File: config.mk
export PLATFORM = sky130hd
export DESIGN_NAME = memory_cycle
export DESIGN_NICKNAME = d
export VERILOG_FILES = /design/src/rtl/memory_cycle.sv
export SDC_FILE = /design/constraint.sdc
export NUM_CORES = 1
export LEC_CHECK = 0
export BUFFER_PORTS_ARGS = -buffer_cell sky130_fd_sc_hd__buf_2
export CAP_MARGIN = 30
export CORE_AREA = 2 2 232 234
export DETAILED_ROUTE_END_ITERATION = 16
export DIE_AREA = 0 0 234 236
export PLACE_DENSITY = 0.48
export SETUP_SLACK_MARGIN = 0.4
export SLEW_MARGIN = 0
export SYNTH_ARGS = -nofsm -noshare
export SYNTH_HDL_FRONTEND = slang
export SYNTH_SLANG_ARGS = --single-unit
File: constraint.sdc
create_clock -name clk -period 4.4 [get_ports clk]
set_clock_uncertainty 0.2 [all_clocks]
set_input_delay 0.22 -clock clk [delete_from_list [all_inputs] [get_ports clk]]
set_output_delay 0.22 -clock clk [all_outputs]
set_load 0.01 [all_outputs]
File: src/rtl/memory_cycle.sv
// Memory stage: issues loads/stores over a request/acknowledge data port,
// stalls the front of the pipeline while an access is outstanding, aborts
// accesses that run past TIMEOUT wait cycles, and registers results into
// the memory->writeback pipeline register.
module memory_cycle #(
    parameter int XLEN    = 64,
    parameter int TIMEOUT = 16
) (
    input  logic            clk,
    input  logic            rst,
    input  logic            RegWriteM,
    input  logic            MemWriteM,
    input  logic            ResultSrcM,
    input  logic [4:0]      RD_M,
    input  logic [XLEN-1:0] PCPlus4M,
    input  logic [XLEN-1:0] WriteDataM,
    input  logic [XLEN-1:0] ALU_ResultM,
    output logic            mem_req,
    output logic            mem_we,
    output logic [XLEN-1:0] mem_addr,
    output logic [XLEN-1:0] mem_wdata,
    input  logic            mem_ack,
    input  logic [XLEN-1:0] mem_rdata,
    output logic            StallM,
    output logic            MemErrM,
    output logic            RegWriteW,
    output logic            ResultSrcW,
    output logic [4:0]      RD_W,
    output logic [XLEN-1:0] PCPlus4W,
    output logic [XLEN-1:0] ALU_ResultW,
    output logic [XLEN-1:0] ReadDataW
);

    typedef enum logic {IDLE, WAIT} state_t;

    // Last WAIT cycle index; an unacknowledged request aborts here.
    localparam logic [7:0] LAST_WAIT = 8'(TIMEOUT - 1);

    state_t     state, state_nxt;
    logic [7:0] wait_cnt, wait_cnt_nxt;
    logic       memop;
    logic       abort;

    assign memop     = MemWriteM | ResultSrcM;
    assign mem_we    = MemWriteM;
    assign mem_addr  = ALU_ResultM;
    assign mem_wdata = WriteDataM;
    // An ack arriving on the timeout cycle wins, so abort already excludes it.
    assign StallM    = memop & ~mem_ack & ~abort;

    // Next-state, wait counter and request generation.
    always_comb begin
        state_nxt    = state;
        wait_cnt_nxt = wait_cnt;
        mem_req      = 1'b0;
        abort        = 1'b0;
        case (state)
            IDLE: begin
                mem_req = memop;
                if (memop && !mem_ack) begin
                    state_nxt    = WAIT;
                    wait_cnt_nxt = 8'd0;
                end
            end
            WAIT: begin
                if (mem_ack) begin
                    state_nxt = IDLE;
                end else if (wait_cnt == LAST_WAIT) begin
                    abort     = 1'b1;
                    state_nxt = IDLE;
                end else begin
                    wait_cnt_nxt = wait_cnt + 8'd1;
                end
                mem_req = ~abort;
            end
            default: state_nxt = IDLE;
        endcase
    end

    // State register, wait counter and sticky timeout flag.
    always_ff @(posedge clk) begin
        if (!rst) begin
            state    <= IDLE;
            wait_cnt <= 8'd0;
            MemErrM  <= 1'b0;
        end else begin
            state    <= state_nxt;
            wait_cnt <= wait_cnt_nxt;
            if (abort)
                MemErrM <= 1'b1;
        end
    end

    // M->W pipeline register: bubble while stalled, squashed capture on abort.
    always_ff @(posedge clk) begin
        if (!rst) begin
            RegWriteW   <= 1'b0;
            ResultSrcW  <= 1'b0;
            RD_W        <= 5'd0;
            PCPlus4W    <= '0;
            ALU_ResultW <= '0;
            ReadDataW   <= '0;
        end else if (StallM) begin
            RegWriteW  <= 1'b0;
            ResultSrcW <= 1'b0;
        end else begin
            RD_W        <= RD_M;
            PCPlus4W    <= PCPlus4M;
            ALU_ResultW <= ALU_ResultM;
            if (abort) begin
                RegWriteW  <= 1'b0;
                ResultSrcW <= 1'b0;
                ReadDataW  <= '0;
            end else begin
                RegWriteW  <= RegWriteM;
                ResultSrcW <= ResultSrcM;
                ReadDataW  <= ResultSrcM ? mem_rdata : '0;
            end
        end
    end

endmodule

Word level (Yosys, flattened, before mapping)
Cells that the tools add are included.
- register bits: 209
- input bits: 267
- output and inout port bits: 331
- logic and storage cells: 41
- add/sub/neg operators: 1
- equality and inequality tests: 4
- mux-type cells: 15
- bitwise logic cells: 8
- reduce and logical (&&, ||, !) cells: 4
- operator list (cell ; number):
    $mux W64 ; 2
    $mux W8 ; 3
    $pmux W8 S2 ; 1
    $add A8 B1 Y8 const B ; 1
    $eq A8 B4 Y1 const B ; 1
    $mux W1 ; 7
    $ne A2 B2 Y1 const B ; 3
    $not A1 Y1 ; 5
    $pmux W1 S2 ; 2
    $reduce_and A3 Y1 ; 1
    $reduce_or A3 Y1 ; 1
    $and A1 B1 Y1 ; 2
    $logic_and A1 B1 Y1 ; 1
    $logic_not A1 Y1 ; 1
    $or A1 B1 Y1 ; 1

Depth between registers and ports, before layout
- depth after elaboration: 8
- mapped depth: 9
- depth with buffers taken out: 6

Least setup slack after synthesis
OpenSTA, ideal clock, no wires.
- kind: reg2reg
- from: register wait_cnt[0]
- to: register ReadDataW[33]
- setup time: 0.132 ns
- data arrival time: 1.618 ns
- required time: 4.068 ns
- slack: 2.449 ns
- stages on the path, launching flop included: 9
- buffers on the path: 3
- period minus slack after synthesis: 1.951 ns
- path through: dfxtp_1 > ha_1 > and3_1 > buf_2 > nand3_1 > o21ai_0 > buf_2 > clkbuf_1 > a21oi_1
- longest elaborated chain between the ends: 7
- elaborated cells on any way between the ends: 8
- those cells by class: 1 x eq/ne; 5 x mux; 2 x bitwise
- RTL lines (what ; RTL line ; source):
    from (decl) ; 40 ; logic [7:0] wait_cnt, wait_cnt_nxt;
    from (signal assigned) ; 88 ; wait_cnt <= wait_cnt_nxt;
    $eq A8 B4 Y1 * ; 68 ; end else if (wait_cnt == LAST_WAIT) begin
    $mux W1 * ; 68 ;
    $mux W1 * ; 66 ; if (mem_ack) begin
    $mux W1 * (2 in a row) ; 57 ; case (state)
    $not A1 Y1 ; 49 ; assign StallM = memop & ~mem_ack & ~abort;
    $and A1 B1 Y1 ; 49 ;
    to (signal assigned) ; 117 ; ReadDataW <= ResultSrcM ? mem_rdata : '0;
    to (decl) ; 31 ; output logic [XLEN-1:0] ReadDataW
Every way passes the cells marked *; elsewhere a longest branch is shown, timed or not. The select of a mux whose other input is x is not followed.
A chain may end at the register's enable or synchronous reset.

Worst setup path in the final report
- from: register state
- to: register ReadDataW[33]
- longest elaborated chain between the ends: 3
- elaborated cells on any way between the ends: 4
- those cells by class: 2 x mux; 2 x bitwise
- RTL lines (what ; RTL line ; source):
    from (decl) ; 39 ; state_t state, state_nxt;
    from (signal assigned) ; 87 ; state <= state_nxt;
    $mux W1 * ; 57 ;
    $not A1 Y1 ; 49 ;
    $and A1 B1 Y1 ; 49 ;
Every way passes the cells marked *; elsewhere a longest branch is shown, timed or not.

==> impl_metrics.env <==
export IMPL_drc_errors=0
export IMPL_maxSlewViolCount=0
export IMPL_cts_resized=0
export IMPL_io_pins=598
export IMPL_finalSetupTns_ns=0
export IMPL_dieArea_sq_um=55200
export IMPL_slowest_stage="buf_4"
export IMPL_hold_class="input port to flop"
export IMPL_cts_sinks=209
export IMPL_antenna_found_initial=1
export IMPL_end_kind="flop"
export IMPL_cts_hold_buf=203
export IMPL_clkSlewWorstSetupHoldPaths_ns=0.06
export IMPL_status="complete, no violations"
export IMPL_grt_first_pass_wirelength_microns=49200
export IMPL_synth_top_family_by_area="simple AND/OR/NAND/NOR gates"
export IMPL_synth_distinct_cells=31
export IMPL_worst_slew_pin_slew_ns=0.818
export IMPL_gr_total_overflow=0
export IMPL_setup_viol=0
export IMPL_yosysSeqAreaShare_pct=49.7
export IMPL_critPathKind="flop to flop"
export IMPL_clock_path_buffers=3
export IMPL_cts_tree="yes"
export IMPL_die_height_microns=236
export IMPL_yosysWarnings=0
export IMPL_peakVddDrop_v=0.000228
export IMPL_yosys_mux_area_fraction_pct=0.119
export IMPL_grt_pass1_vias=8853
export IMPL_design_power_total_mw=4.99
export IMPL_synth_cells=1064
export IMPL_crit_arrival_ns=3.24
export IMPL_finalNetCount=1837
export IMPL_core_area_sq_um=53100
export IMPL_power_density_nw_per_um2=374
export IMPL_syn_num_nets=1332
export IMPL_area_delta_synth_final_pct=58.5
export IMPL_path_max_fanout=143
export IMPL_n_fill_cell=5771
export IMPL_cts_buffers=26
export IMPL_synth_xor_area_share_pct=0
export IMPL_gp_congestion=0.764
export IMPL_wire_per_inst_microns=14.5
export IMPL_start_kind="flop"
export IMPL_crit_chain="nand2b_1 -> o31ai_4 -> buf_12 -> buf_4 -> nand3_1 -> a21oi_1"
export IMPL_htree_levels=1
export IMPL_worstPathRequired_ns=4.66
export IMPL_rows=85
export IMPL_synth_seq_cells=209
export IMPL_initial_core_util_pct=15.9
export IMPL_syn_cell_area_sq_um=8420
export IMPL_hpwl_microns=23000
export IMPL_die_w_microns=234
export IMPL_clock_latency_ns=0.53
export IMPL_port_buffers=469
export IMPL_clock_fmax_ghz=0.336
export IMPL_dp_slack_ns=1.45
export IMPL_finalHoldViolations=0
export IMPL_period_minus_slack_ns=2.98
export IMPL_syn_area_per_cell_sq_um=7.91
export IMPL_p_leak_nw=6.10
export IMPL_slowest_delay_ns=0.62
export IMPL_fin_ws_ns=1.42
export IMPL_relSlewSlack_pct=45.5
export IMPL_cts_setup_buffers=0
export IMPL_vias=8889
export IMPL_grt_max_degree=144
export IMPL_ant_nets=0
export IMPL_grtUsageTotal_pct=11.3
export IMPL_vias_per_cell=3.89
export IMPL_grt_setup_unrepaired="no"
export IMPL_synth_compound_area_share_pct=13.3
export IMPL_root_buffer="clkbuf_16"
export IMPL_dr_pass1_iters=6
export IMPL_max_cap_viol_count=0
export IMPL_drt_iter0_drc=236
export IMPL_layout_drive_gt1_share_pct=32.8
export IMPL_wirelength_microns=33200
export IMPL_hold_ws_ns=0.163
export IMPL_synthSimpleGateAreaFrac_pct=20.6
export IMPL_synth_adder_area_share_pct=0.149
export IMPL_min_period_over_period_pct=67.6
[worst paths after layout]
path,startpoint,endpoint,slack [ns],cells after the start
worst max-delay path,state$_SDFF_PN0_,ReadDataW[33]$_SDFFE_PN0N_,1.42,6
worst min-delay path,ResultSrcM,ReadDataW[10]$_SDFFE_PN0N_,0.16,4
worst max register to register,state$_SDFF_PN0_,ReadDataW[33]$_SDFFE_PN0N_,1.42,6
worst min register to register,PCPlus4W[1]$_SDFFE_PN0N_,PCPlus4W[1]$_SDFFE_PN0N_,0.25,2
[through the flow]
step / instance area [sq um] / cells / utilization, %
2_1_floorplan: 8420 / 1064 / -
3_3_place_gp: 10400 / 2034 / 19.6
3_5_place_dp: 10400 / 2034 / 19.6
4_1_cts: 13300 / 2283 / 25.1
5_1_grt: 13300 / 2284 / 25.1
6_report: 13300 / 2284 / 25.1
[state kept, by name, indices dropped and copies added, names as in the netlist]
name / cells
ALU_ResultW: 64
PCPlus4W: 64
ReadDataW: 64
wait_cnt: 8
RD_W: 5
MemErrM: 1
RegWriteW: 1
ResultSrcW: 1
state: 1
[logic make-up (layout without fill, tap and decap cells)]
family / count (synthesis) / in the layout
compound gates: 219 / 219
flops: 209 / 209
buf+inv: 207 / 730
mux: 1 / 1
other cells: 0 / 1
fa+ha+maj: 1 / 1
simple gates: 427 / 427
[cells in the final DEF (no fill, tap or decap), drive strengths merged, types with 2 or more instances in the layout]
cell type,n
o21a,2
nand3,67
and3,3
o21ai,8
a21oi,203
bufinv,3
clkinvlp,2
inv,4
dlygate4sd3,203
dfxtp,209
nand2,334
buf,477
or4,3
nor3,3
clkbuf,37
nor2,9
clkinv,4
nand2b,3
[synth_stat cells (all sizes together)]
cell type | n | area (sq um)
buf | 172 | 1220
a2bb2oi | 1 | 8.76
nand4b | 1 | 8.76
a31oi | 1 | 6.26
nand2 | 334 | 1250
o21a | 2 | 15.0
o21ai | 8 | 40.0
nor4 | 1 | 6.26
nor3 | 3 | 15.0
nand4 | 1 | 6.26
o21ba | 1 | 10.0
ha | 1 | 12.5
nand2b | 3 | 18.8
inv | 4 | 15.0
and3 | 3 | 18.8
or3 | 1 | 6.26
o31ai | 1 | 7.51
mux2i | 1 | 10.0
or4 | 3 | 22.5
a21oi | 203 | 1020
nor2b | 1 | 6.26
nor2 | 9 | 33.8
a311o | 1 | 10.0
clkbuf | 31 | 116
nand3 | 67 | 335
dfxtp | 209 | 4180
a32o | 1 | 10.0
[power breakdown]
part,total (mW),leakage [nW],switching [mW],internal [mW]
Sequential,2.05,1.72,0.0534,2.00
Combinational,0.739,3.95,0.389,0.350
Clock,2.20,0.422,0.848,1.35
Total,4.99,6.10,1.29,3.70
[worst max-delay path, delay by kind of cell, from the launching register on]
| kind | cells | cell delay, ns |
|---|---|---|
| buf+inv | 2 | 1.13 |
| compound gates | 2 | 0.59 |
| simple gates | 2 | 0.30 |
| flops | 1 | 0.53 |
[final cells by class]
| class | instances | area (sq um) | share of cell area (%) |
|---|---|---|---|
| diodes | 1 | 2.50 | 0.0188 |
| repair buffers | 680 | 4480 | 33.6 |
| well taps | 696 | 871 | 6.53 |
| inverters | 4 | 22.5 | 0.169 |
| flip-flops and latches | 209 | 4180 | 31.4 |
| multi-input cells | 648 | 2900 | 21.8 |
| clock buffers | 37 | 743 | 5.57 |
| clock inverters | 9 | 136 | 1.02 |
[per-layer routing]
metal | vias to the layer above | wire [microns] | part of all wire [%] | global-route usage, %
met4 | 0 | 1130 | 3.4 | 4.39
met5 | - | 0 | 0 | 0.0893
li1 | 4349 | - | - | -
met3 | 47 | 3400 | 10 | 3.95
met2 | 433 | 17000 | 51 | 21.3
met1 | 4060 | 11600 | 35 | 11.1
Power figures use the tool's default switching activity.
